## src/rtl/burst_line_pkg.sv

```systemverilog
// Shared types and command encodings for the burst-RAM line master and its RAM model.
// Latency: none (declarations only).
// Backpressure: not applicable.
package burst_line_pkg;

    typedef enum logic [2:0] {
        ST_WAIT_CALIB,
        ST_IDLE,
        ST_WRITE_BURST,
        ST_READ_WAIT,
        ST_READ_BURST,
        ST_SETTLE
    } state_e;

    localparam logic CMD_READ  = 1'b0;
    localparam logic CMD_WRITE = 1'b1;

endpackage

```

## src/rtl/burst_line_master.sv

```systemverilog
// Turns one cache-line read/write request into a burst command plus BurstDataCount beats.
// Latency: cmd one cycle after accept; write resp at cmd+BurstDataCount, read resp one cycle after last beat.
// Backpressure: req_ready only in Idle with RAM calibrated and not busy; one request in flight.
module burst_line_master
    import burst_line_pkg::*;
#(
    parameter int DataBitWidth    = 64,
    parameter int AddressBitWidth = 4,
    parameter int BurstDataCount  = 4,
    parameter int TimeoutCycles   = 255,
    localparam int LineBits       = DataBitWidth * BurstDataCount,
    localparam int LineAddrBits   = AddressBitWidth - $clog2(BurstDataCount)
) (
    input  logic                        clk,
    input  logic                        rst_n,
    input  logic                        req_valid,
    output logic                        req_ready,
    input  logic                        req_write,
    input  logic [LineAddrBits-1:0]     req_addr,
    input  logic [LineBits-1:0]         req_wr_line,
    output logic                        resp_valid,
    output logic                        resp_write,
    output logic                        resp_error,
    output logic [LineBits-1:0]         resp_rd_line,
    output logic                        br_cmd,
    output logic                        br_cmd_en,
    output logic [AddressBitWidth-1:0]  br_addr,
    output logic [DataBitWidth-1:0]     br_wr_data,
    output logic [DataBitWidth/8-1:0]   br_data_mask,
    input  logic [DataBitWidth-1:0]     br_rd_data,
    input  logic                        br_rd_data_valid,
    input  logic                        br_init_calib,
    input  logic                        br_busy
);

    localparam int BeatBits = $clog2(BurstDataCount);
    localparam int TmoBits  = $clog2(TimeoutCycles + 1);
    localparam logic [BeatBits-1:0] BeatLast = BeatBits'(BurstDataCount - 1);
    localparam logic [TmoBits-1:0]  TmoLimit = TmoBits'(TimeoutCycles);

    state_e                 state;
    state_e                 state_nxt;
    logic                   accept;
    logic                   wr_advance;
    logic                   rd_capture;
    logic                   tmo_run;
    logic                   timeout_hit;
    logic [BeatBits-1:0]    beat_cnt;
    logic [TmoBits-1:0]     tmo_cnt;
    logic [LineBits-1:0]    wr_shift;

    // Every byte of every beat is always written.
    assign br_data_mask = '0;

    // Settle is the single response cycle.
    assign resp_valid = (state == ST_SETTLE);

    // State register; reset aborts any burst in progress.
    always_ff @(posedge clk or negedge rst_n) begin
        if (!rst_n) begin
            state <= ST_WAIT_CALIB;
        end else begin
            state <= state_nxt;
        end
    end

    // Next-state decode plus the per-cycle strobes that steer the datapath.
    always_comb begin
        state_nxt   = state;
        req_ready   = 1'b0;
        accept      = 1'b0;
        wr_advance  = 1'b0;
        rd_capture  = 1'b0;
        tmo_run     = 1'b0;
        timeout_hit = 1'b0;
        case (state)
            ST_WAIT_CALIB: begin
                if (br_init_calib) begin
                    state_nxt = ST_IDLE;
                end
            end
            ST_IDLE: begin
                if (br_init_calib && !br_busy) begin
                    req_ready = 1'b1;
                    if (req_valid) begin
                        accept    = 1'b1;
                        state_nxt = req_write ? ST_WRITE_BURST : ST_READ_WAIT;
                    end
                end
            end
            ST_WRITE_BURST: begin
                // One beat per cycle; the cmd cycle already carries beat 0.
                if (beat_cnt == BeatLast) begin
                    state_nxt = ST_SETTLE;
                end else begin
                    wr_advance = 1'b1;
                end
            end
            ST_READ_WAIT: begin
                // A beat arriving on the limit cycle still counts as in time.
                if (br_rd_data_valid) begin
                    rd_capture = 1'b1;
                    state_nxt  = ST_READ_BURST;
                end else if (tmo_cnt == TmoLimit) begin
                    timeout_hit = 1'b1;
                    state_nxt   = ST_SETTLE;
                end else begin
                    tmo_run = 1'b1;
                end
            end
            ST_READ_BURST: begin
                // Beats are counted, so gaps in rd_data_valid are harmless.
                if (br_rd_data_valid) begin
                    rd_capture = 1'b1;
                    if (beat_cnt == BeatLast) begin
                        state_nxt = ST_SETTLE;
                    end
                end
            end
            ST_SETTLE: begin
                // Gives the RAM's registered busy time to reflect the finished burst.
                state_nxt = ST_IDLE;
            end
            default: begin
                state_nxt = ST_WAIT_CALIB;
            end
        endcase
    end

    // Command strobe and command fields, presented the cycle after accept.
    always_ff @(posedge clk or negedge rst_n) begin
        if (!rst_n) begin
            br_cmd_en <= 1'b0;
            br_cmd    <= CMD_READ;
            br_addr   <= '0;
        end else begin
            br_cmd_en <= accept;
            if (accept) begin
                br_cmd  <= req_write ? CMD_WRITE : CMD_READ;
                br_addr <= {req_addr, {BeatBits{1'b0}}};
            end
        end
    end

    // Write line disassembly: word 0 goes out with the cmd, the rest shift down one per cycle.
    always_ff @(posedge clk or negedge rst_n) begin
        if (!rst_n) begin
            br_wr_data <= '0;
            wr_shift   <= '0;
        end else if (accept) begin
            br_wr_data <= req_wr_line[DataBitWidth-1:0];
            wr_shift   <= req_wr_line >> DataBitWidth;
        end else if (wr_advance) begin
            br_wr_data <= wr_shift[DataBitWidth-1:0];
            wr_shift   <= wr_shift >> DataBitWidth;
        end
    end

    // Beat counter shared by write beats and captured read beats.
    always_ff @(posedge clk or negedge rst_n) begin
        if (!rst_n) begin
            beat_cnt <= '0;
        end else if (accept) begin
            beat_cnt <= '0;
        end else if (wr_advance || rd_capture) begin
            beat_cnt <= beat_cnt + 1'b1;
        end
    end

    // First-beat timeout counter; counts cycles spent in ReadWait from the cmd cycle.
    always_ff @(posedge clk or negedge rst_n) begin
        if (!rst_n) begin
            tmo_cnt <= '0;
        end else if (accept) begin
            tmo_cnt <= '0;
        end else if (tmo_run) begin
            tmo_cnt <= tmo_cnt + 1'b1;
        end
    end

    // Read line assembly: beats shift in from the top so beat 0 lands in word 0.
    always_ff @(posedge clk or negedge rst_n) begin
        if (!rst_n) begin
            resp_rd_line <= '0;
        end else if (rd_capture) begin
            resp_rd_line <= {br_rd_data, resp_rd_line[LineBits-1:DataBitWidth]};
        end
    end

    // Response qualifiers, latched at accept and flagged on timeout.
    always_ff @(posedge clk or negedge rst_n) begin
        if (!rst_n) begin
            resp_write <= 1'b0;
            resp_error <= 1'b0;
        end else if (accept) begin
            resp_write <= req_write;
            resp_error <= 1'b0;
        end else if (timeout_hit) begin
            resp_error <= 1'b1;
        end
    end

endmodule

```

## config.mk

```make
export PLATFORM = sky130hd
export DESIGN_NAME = burst_line_master
export DESIGN_NICKNAME = d
export VERILOG_FILES = /design/src/rtl/burst_line_pkg.sv /design/src/rtl/burst_line_master.sv
export SDC_FILE = /design/constraint.sdc
export NUM_CORES = 1
export LEC_CHECK = 0
export ABC_CLOCK_PERIOD_IN_PS = 4050
export CORE_AREA = 2 2 257 259
export CTS_BUF_LIST = sky130_fd_sc_hd__clkbuf_8
export DETAILED_ROUTE_END_ITERATION = 6
export DIE_AREA = 0 0 259 261
export PLACE_DENSITY_LB_ADDON = 0.08
export SETUP_SLACK_MARGIN = 0.3
export SYNTH_ARGS = -nofsm -noshare
export SYNTH_HDL_FRONTEND = slang
export SYNTH_SLANG_ARGS = --single-unit
```

## constraint.sdc

```tcl
create_clock -name clk -period 4.05 [get_ports clk]
set_input_delay 0.405 -clock clk [delete_from_list [all_inputs] [get_ports clk]]
set_output_delay 0.405 -clock clk [all_outputs]
set_load 0.01 [all_outputs]
```

# Word level (Yosys, flattened, before mapping)
# Index checks and enable logic that the tools add are counted.
# classes
bitwise	0
n_mux	35
add_sub_neg	2
shift	0
magnitude_cmp	0
mul	0
n_reduce_logical	10
div_mod_pow	0
n_eq_ne	12
# ops
op	n
$mux 256	2
$mux 64	2
$mux 3	7
$mux 1	19
$pmux 3 s6	1
$mux 8	2
$add 8x1->8 const B	1
$eq 8x8->1 const B	1
$ne 2x2->1 const B	4
$reduce_bool 2->1	4
$eq 3x2->1 const B	2
$eq 3x3->1 const B	2
$reduce_and 5->1	1
$mux 2	2
$eq 3x1->1 const B	1
$logic_not 3->1	1
$ne 3x3->1 const B	1
$add 2x1->2 const B	1
$eq 2x2->1 const B	1
$reduce_or 2->1	1
$logic_and 1x1->1	1
$logic_not 1->1	1
$logic_or 1x1->1	1
# word_totals
ramBits	0
reg_bits	595
mem_bits_ro	0
inputBits	329
output_inout_bits	338
wordCells	70
mem_count	0
latchBits	0

# Longest topological paths before layout
# logic_depth
ltp_word	6
ltp_mapped	8
depth_no_buf	5

# Worst setup path before layout
# Ideal clock, no wire load.
# synth_timing
kind	register to register
start	register beat_cnt[0]
end	register br_wr_data[17]
setup_slack_ns	2.284
required_ns	3.909
t_arrival_ns	1.625
n_path_buf	3
setup_ns	0.141
stages_incl_launch_ff	9
synth_period_minus_slack_ns	1.766
path_cell_list	dfrtp_1 > ha_1 > or2_2 > or2_1 > buf_2 > buf_6 > buf_6 > nand2_1 > a31oi_1
# synth_between
elab_chain_cells	4
# synth_rtl
element	line_no	rtl
start: declaration	burst_line_master.sv:48	logic [BeatBits-1:0] beat_cnt;
start signal: assignment	burst_line_master.sv:166	beat_cnt <= beat_cnt + 1'b1;
$eq 2x2->1	burst_line_master.sv:93	if (beat_cnt == BeatLast) begin
$mux 1	burst_line_master.sv:93	
$mux 1	burst_line_master.sv:76	case (state)
$reduce_bool 2->1 (no source line)	n/a	
end signal: assignment	burst_line_master.sv:151	br_wr_data <= req_wr_line[DataBitWidth-1:0];
end signal: assignment	burst_line_master.sv:154	br_wr_data <= wr_shift[DataBitWidth-1:0];
end: declaration	burst_line_master.sv:28	output logic [DataBitWidth-1:0] br_wr_data,
# No other way between the ends.
# A chain may end at the register's enable or synchronous reset.

# Worst setup path in the final report
# layout_timing
start	register state[0]
end	register wr_shift[83]
# layout_between
elab_chain_cells	3
elab_cells_between_ends	6
classes_between	2 x eq/ne; 3 x mux; 1 x reduce/logical
# layout_rtl
element	line_no	rtl
start: declaration	burst_line_master.sv:41	state_e state;
start signal: assignment	burst_line_master.sv:63	state <= state_nxt;
$eq 3x1->1 / $eq 3x2->1 (equally long branches)	burst_line_master.sv:76	
$mux 1	burst_line_master.sv:76	
$mux 256 / $reduce_bool 2->1 (equally long branches)	n/a	
end signal: assignment	burst_line_master.sv:152	wr_shift <= req_wr_line >> DataBitWidth;
end signal: assignment	burst_line_master.sv:155	wr_shift <= wr_shift >> DataBitWidth;
end: declaration	burst_line_master.sv:50	logic [LineBits-1:0] wr_shift;
# Parallel ways exist; a longest one is shown, timed or not.

==> summary.md <==
| Metric | Value |
|---|---|
| Max rail drop VDD | `0.000387 V` |
| Sequence of cells on the critical path | `nor2b_1, nand4_1, buf_12, buf_4, nor2_1, a31oi_1` |
| Grt total ovfl | `0` |
| Crit path max-delay cell type | `buf_4` |
| CTS tree | `yes` |
| Worst Skew | `27.1 ps` |
| Top area cells in the synthesized netlist | `dfrtp_1 59%, mux2_4 13%, nand2_1 7.7%, a31oi_1 3.7%, nand3_1 3.0%` |
| Setup crit end kind | `flip-flop` |
| # Max-Cap Violations | `0` |
| Vias per cell | `4.83` |
| Crit path max fanout | `194` |
| WL final | `75800 um` |
| I/O pin count | `667` |
| Hold Fails Final Rpt | `0` |
| GR Util All Layers | `0.219` |
| Register-to-Register Path Depth | `6` |
| First-pass GRT wire length | `113000 um` |
| Die area | `67600 um2` |
| Post-route design area | `31500 um2` |
| Hold path start | `req_wr_line[204]` |
| Worst reg2reg endpoint | `wr_shift[83]$_DFFE_PN0P_` |
| Setup CP Type | `reg2reg` |
| DR vias | `17000` |
| Cells after Synth | `1913` |
| Yosys cell types | `41` |
| Crit path largest cell delay | `600 ps` |
| Layout net count | `2893` |
| Internal reg-to-reg setup slack | `1470 ps` |
| H-tree Lvls | `3` |
| Sequential share of the synthesized area | `0.589` |
| Required @ worst endpoint | `4640 ps` |
| Yosys warns | `0` |
| Family with the most delay on the worst path | `buffers and inverters` |
| Fin worst setup slack | `1470 ps` |
| Number of buffers created by CTS | `98` |
| Critical R2R Launch | `state[0]$_DFFE_PN0P_` |
| Leak pwr | `0.0149 uW` |
| Vias in the first global route | `17700` |
| Routed Antenna Nets | `0` |
| Gpl congestion | `0.811` |
| Clock transition at path regs | `60 ps` |
| Setup Buffers After CTS | `0` |
| Final Hold Slack | `257 ps` |
| Total negative slack | `0 ps` |
| Clock Sinks | `530` |
| Startpoint class of the critical path | `flip-flop` |
| Initial antenna violation count | `28` |
| Critical Path Stages | `6` |
| Period Utilization, post-route | `0.638` |
| Die Wd | `259 um` |
| RSZ-0062 raised after global routing | `no` |
| # rows | `94` |
| CP bufs+invs | `2` |
| Final HPWL DP | `53900 um` |
| Post-route core utilization | `0.484` |
| Root buffer cell | `clkbuf_8` |
| Pwr per Cell Area | `742 nW/um2` |
| Synthesized cell area | `22500 um2` |
| Hold depth | `3` |
| Critical Path AT | `3180 ps` |
| Number of synthesized register bits | `530` |
| Setup WS pre-CTS | `1200 ps` |
| DR DRC count | `0` |
| Post-DP Area | `29600 um2` |
| Clk_lat worst skew | `690 ps` |
| Synth area leader | `dfrtp_1` |
| Slew @ Worst Pin | `1020 ps` |
| Layout cells sized above 1 | `0.164` |
| TritonRoute pass-1 iters | `7` |
| CTS Buffer Depth | `3` |
| Average footprint of a synthesized cell | `11.8 um2` |
| F_max | `387 MHz` |
| Fin crit period | `2580 ps` |
| Hold Path Class | `in2reg` |
| Floorplan core area | `65000 um2` |
| Final setup fails | `0` |
| Die Span Y | `261 um` |
| Outcome | `finished clean` |
| # fillers | `5973` |
| Hold-critical path endpoint | `wr_shift[140]$_DFFE_PN0P_` |
| Iteration-0 DRC Markers | `996` |
| Top-area cell type share of the netlist area | `0.589` |
| Initial Util | `0.346` |
| WL/cell | `21.6 um` |
| Max-slew violation count | `0` |
| Relative slew slack | `0.321` |
| Port Buf Inserts | `656` |
| Largest net degree at the start of global routing | `195` |
| Area Growth Syn to Fin | `39.8%` |
## synth_stat cells, drive strengths merged
master	instances
a21oi	5
o22ai	1
xnor2	1
inv	3
a31oi	134
clkbuf	34
a22oi	64
a211oi	3
and3	3
o21a	1
a311oi	1
nand3	133
nand4	1
nor2b	3
o211a	1
nor3	3
a21o	2
and4	1
nand2b	1
buf	115
conb	1
o21ai	3
ha	2
dfrtp	530
or4b	1
nor2	135
nand2	465
mux2	256
nor4	3
nand4bb	1
and2	3
or2	2
nor3b	1
## worst register-to-register path: cells and delay by family, from the launching register on
| kind | cells | cell delay [ps] |
|---|---|---|
| AOI/OAI and AO/OA | 1 | 150 |
| buffers and inverters | 2 | 1320 |
| DFF | 1 | 480 |
| and+or+nand+nor | 3 | 560 |
## power by group
group	switching, uW	leakage [uW]	total, uW	internal, uW
logic	3750	0.00731	9040	5300
registers	1670	0.00648	9380	7710
clock network	2320	0.00113	4940	2630
total	7740	0.0149	23400	15600
## metrics by stage
stage / power, uW / std cells
after detailed placement: 18600 / 3325
after global placement: 18400 / 3325
after floorplan: 13900 / 1922
after CTS: 23700 / 3502
final: 23400 / 3515
after global routing: 24800 / 3514
## how the worst max path moves through the flow
| stage | startpoint | end |
|---|---|---|
| 5_1_grt | state[0]$_DFFE_PN0P_ | wr_shift[89]$_DFFE_PN0P_ |
| 6_report | state[0]$_DFFE_PN0P_ | wr_shift[83]$_DFFE_PN0P_ |
| 3_3_place_gp | br_busy | wr_shift[15]$_DFFE_PN0P_ |
| 2_1_floorplan | beat_cnt[0]$_DFFE_PN0P_ | br_wr_data[17]$_DFFE_PN0P_ |
| 3_5_place_dp | br_busy | wr_shift[71]$_DFFE_PN0P_ |
| 4_1_cts | state[0]$_DFFE_PN0P_ | wr_shift[71]$_DFFE_PN0P_ |
## sequential cells by signal (all words and copies together) (netlist names)
| name | cells |
|---|---|
| resp_rd_line | 256 |
| resp_write | 1 |
| beat_cnt | 2 |
| br_cmd_en | 1 |
| state | 3 |
| tmo_cnt | 8 |
| resp_error | 1 |
| wr_shift | 192 |
| br_wr_data | 64 |
| br_addr | 2 |
## layer usage
metal / global-route usage / wire (um) / vias to the layer above
met4: 0.0812 / 2270 / 28
met2: 0.372 / 38400 / 481
met1: 0.255 / 29500 / 8472
met5: 0 / 178 / -
met3: 0.0773 / 5470 / 144
li1: - / - / 7850
## cell type report
type                            instances  area (um2)  share of cell area
Inverter                                3        13.8            0.000437
Multi-Input combinational cell       1240        8240               0.262
Clock buffer                          117        1610              0.0511
Tap cell                              864        1080              0.0343
Antenna cell                           13        32.5             0.00103
Sequential cell                       530       13300               0.421
Timing Repair Buffer                  689        6970               0.221
Clock inverter                         59         283             0.00898
## timing repair
| action | 4_1_cts | 5_1_grt |
|---|---|---|
| hold buffers | 1 | 0 |
| hold endpoints to repair | 79 | 0 |
| gates resized for setup | 0 | 0 |
## logic make-up (layout without fill, tap and decap cells)
family	after synthesis	count (layout)	share of synthesized area
AOI/OAI and AO/OA	215	215	0.0634
DFF	530	530	0.589
xor gates and xnor gates	1	1	0.000389
buffers and inverters	152	868	0.0484
muxes	256	256	0.161
adders and majority gates	2	2	0.00111
other	1	23	0.000166
and+or+nand+nor	756	756	0.137
## cell usage in the layout (no fill, tap or decap), drive strengths merged, types with 5 or more instances in the layout
master / n
clkdlybuf4s50: 655
dfrtp: 530
nand2: 465
mux2: 256
nor2: 135
a31oi: 134
nand3: 133
clkbuf: 117
a22oi: 64
inv: 48
buf: 33
diode: 13
clkinv: 12
conb: 10
a21oi: 5
(Power assumes the default switching activity.)
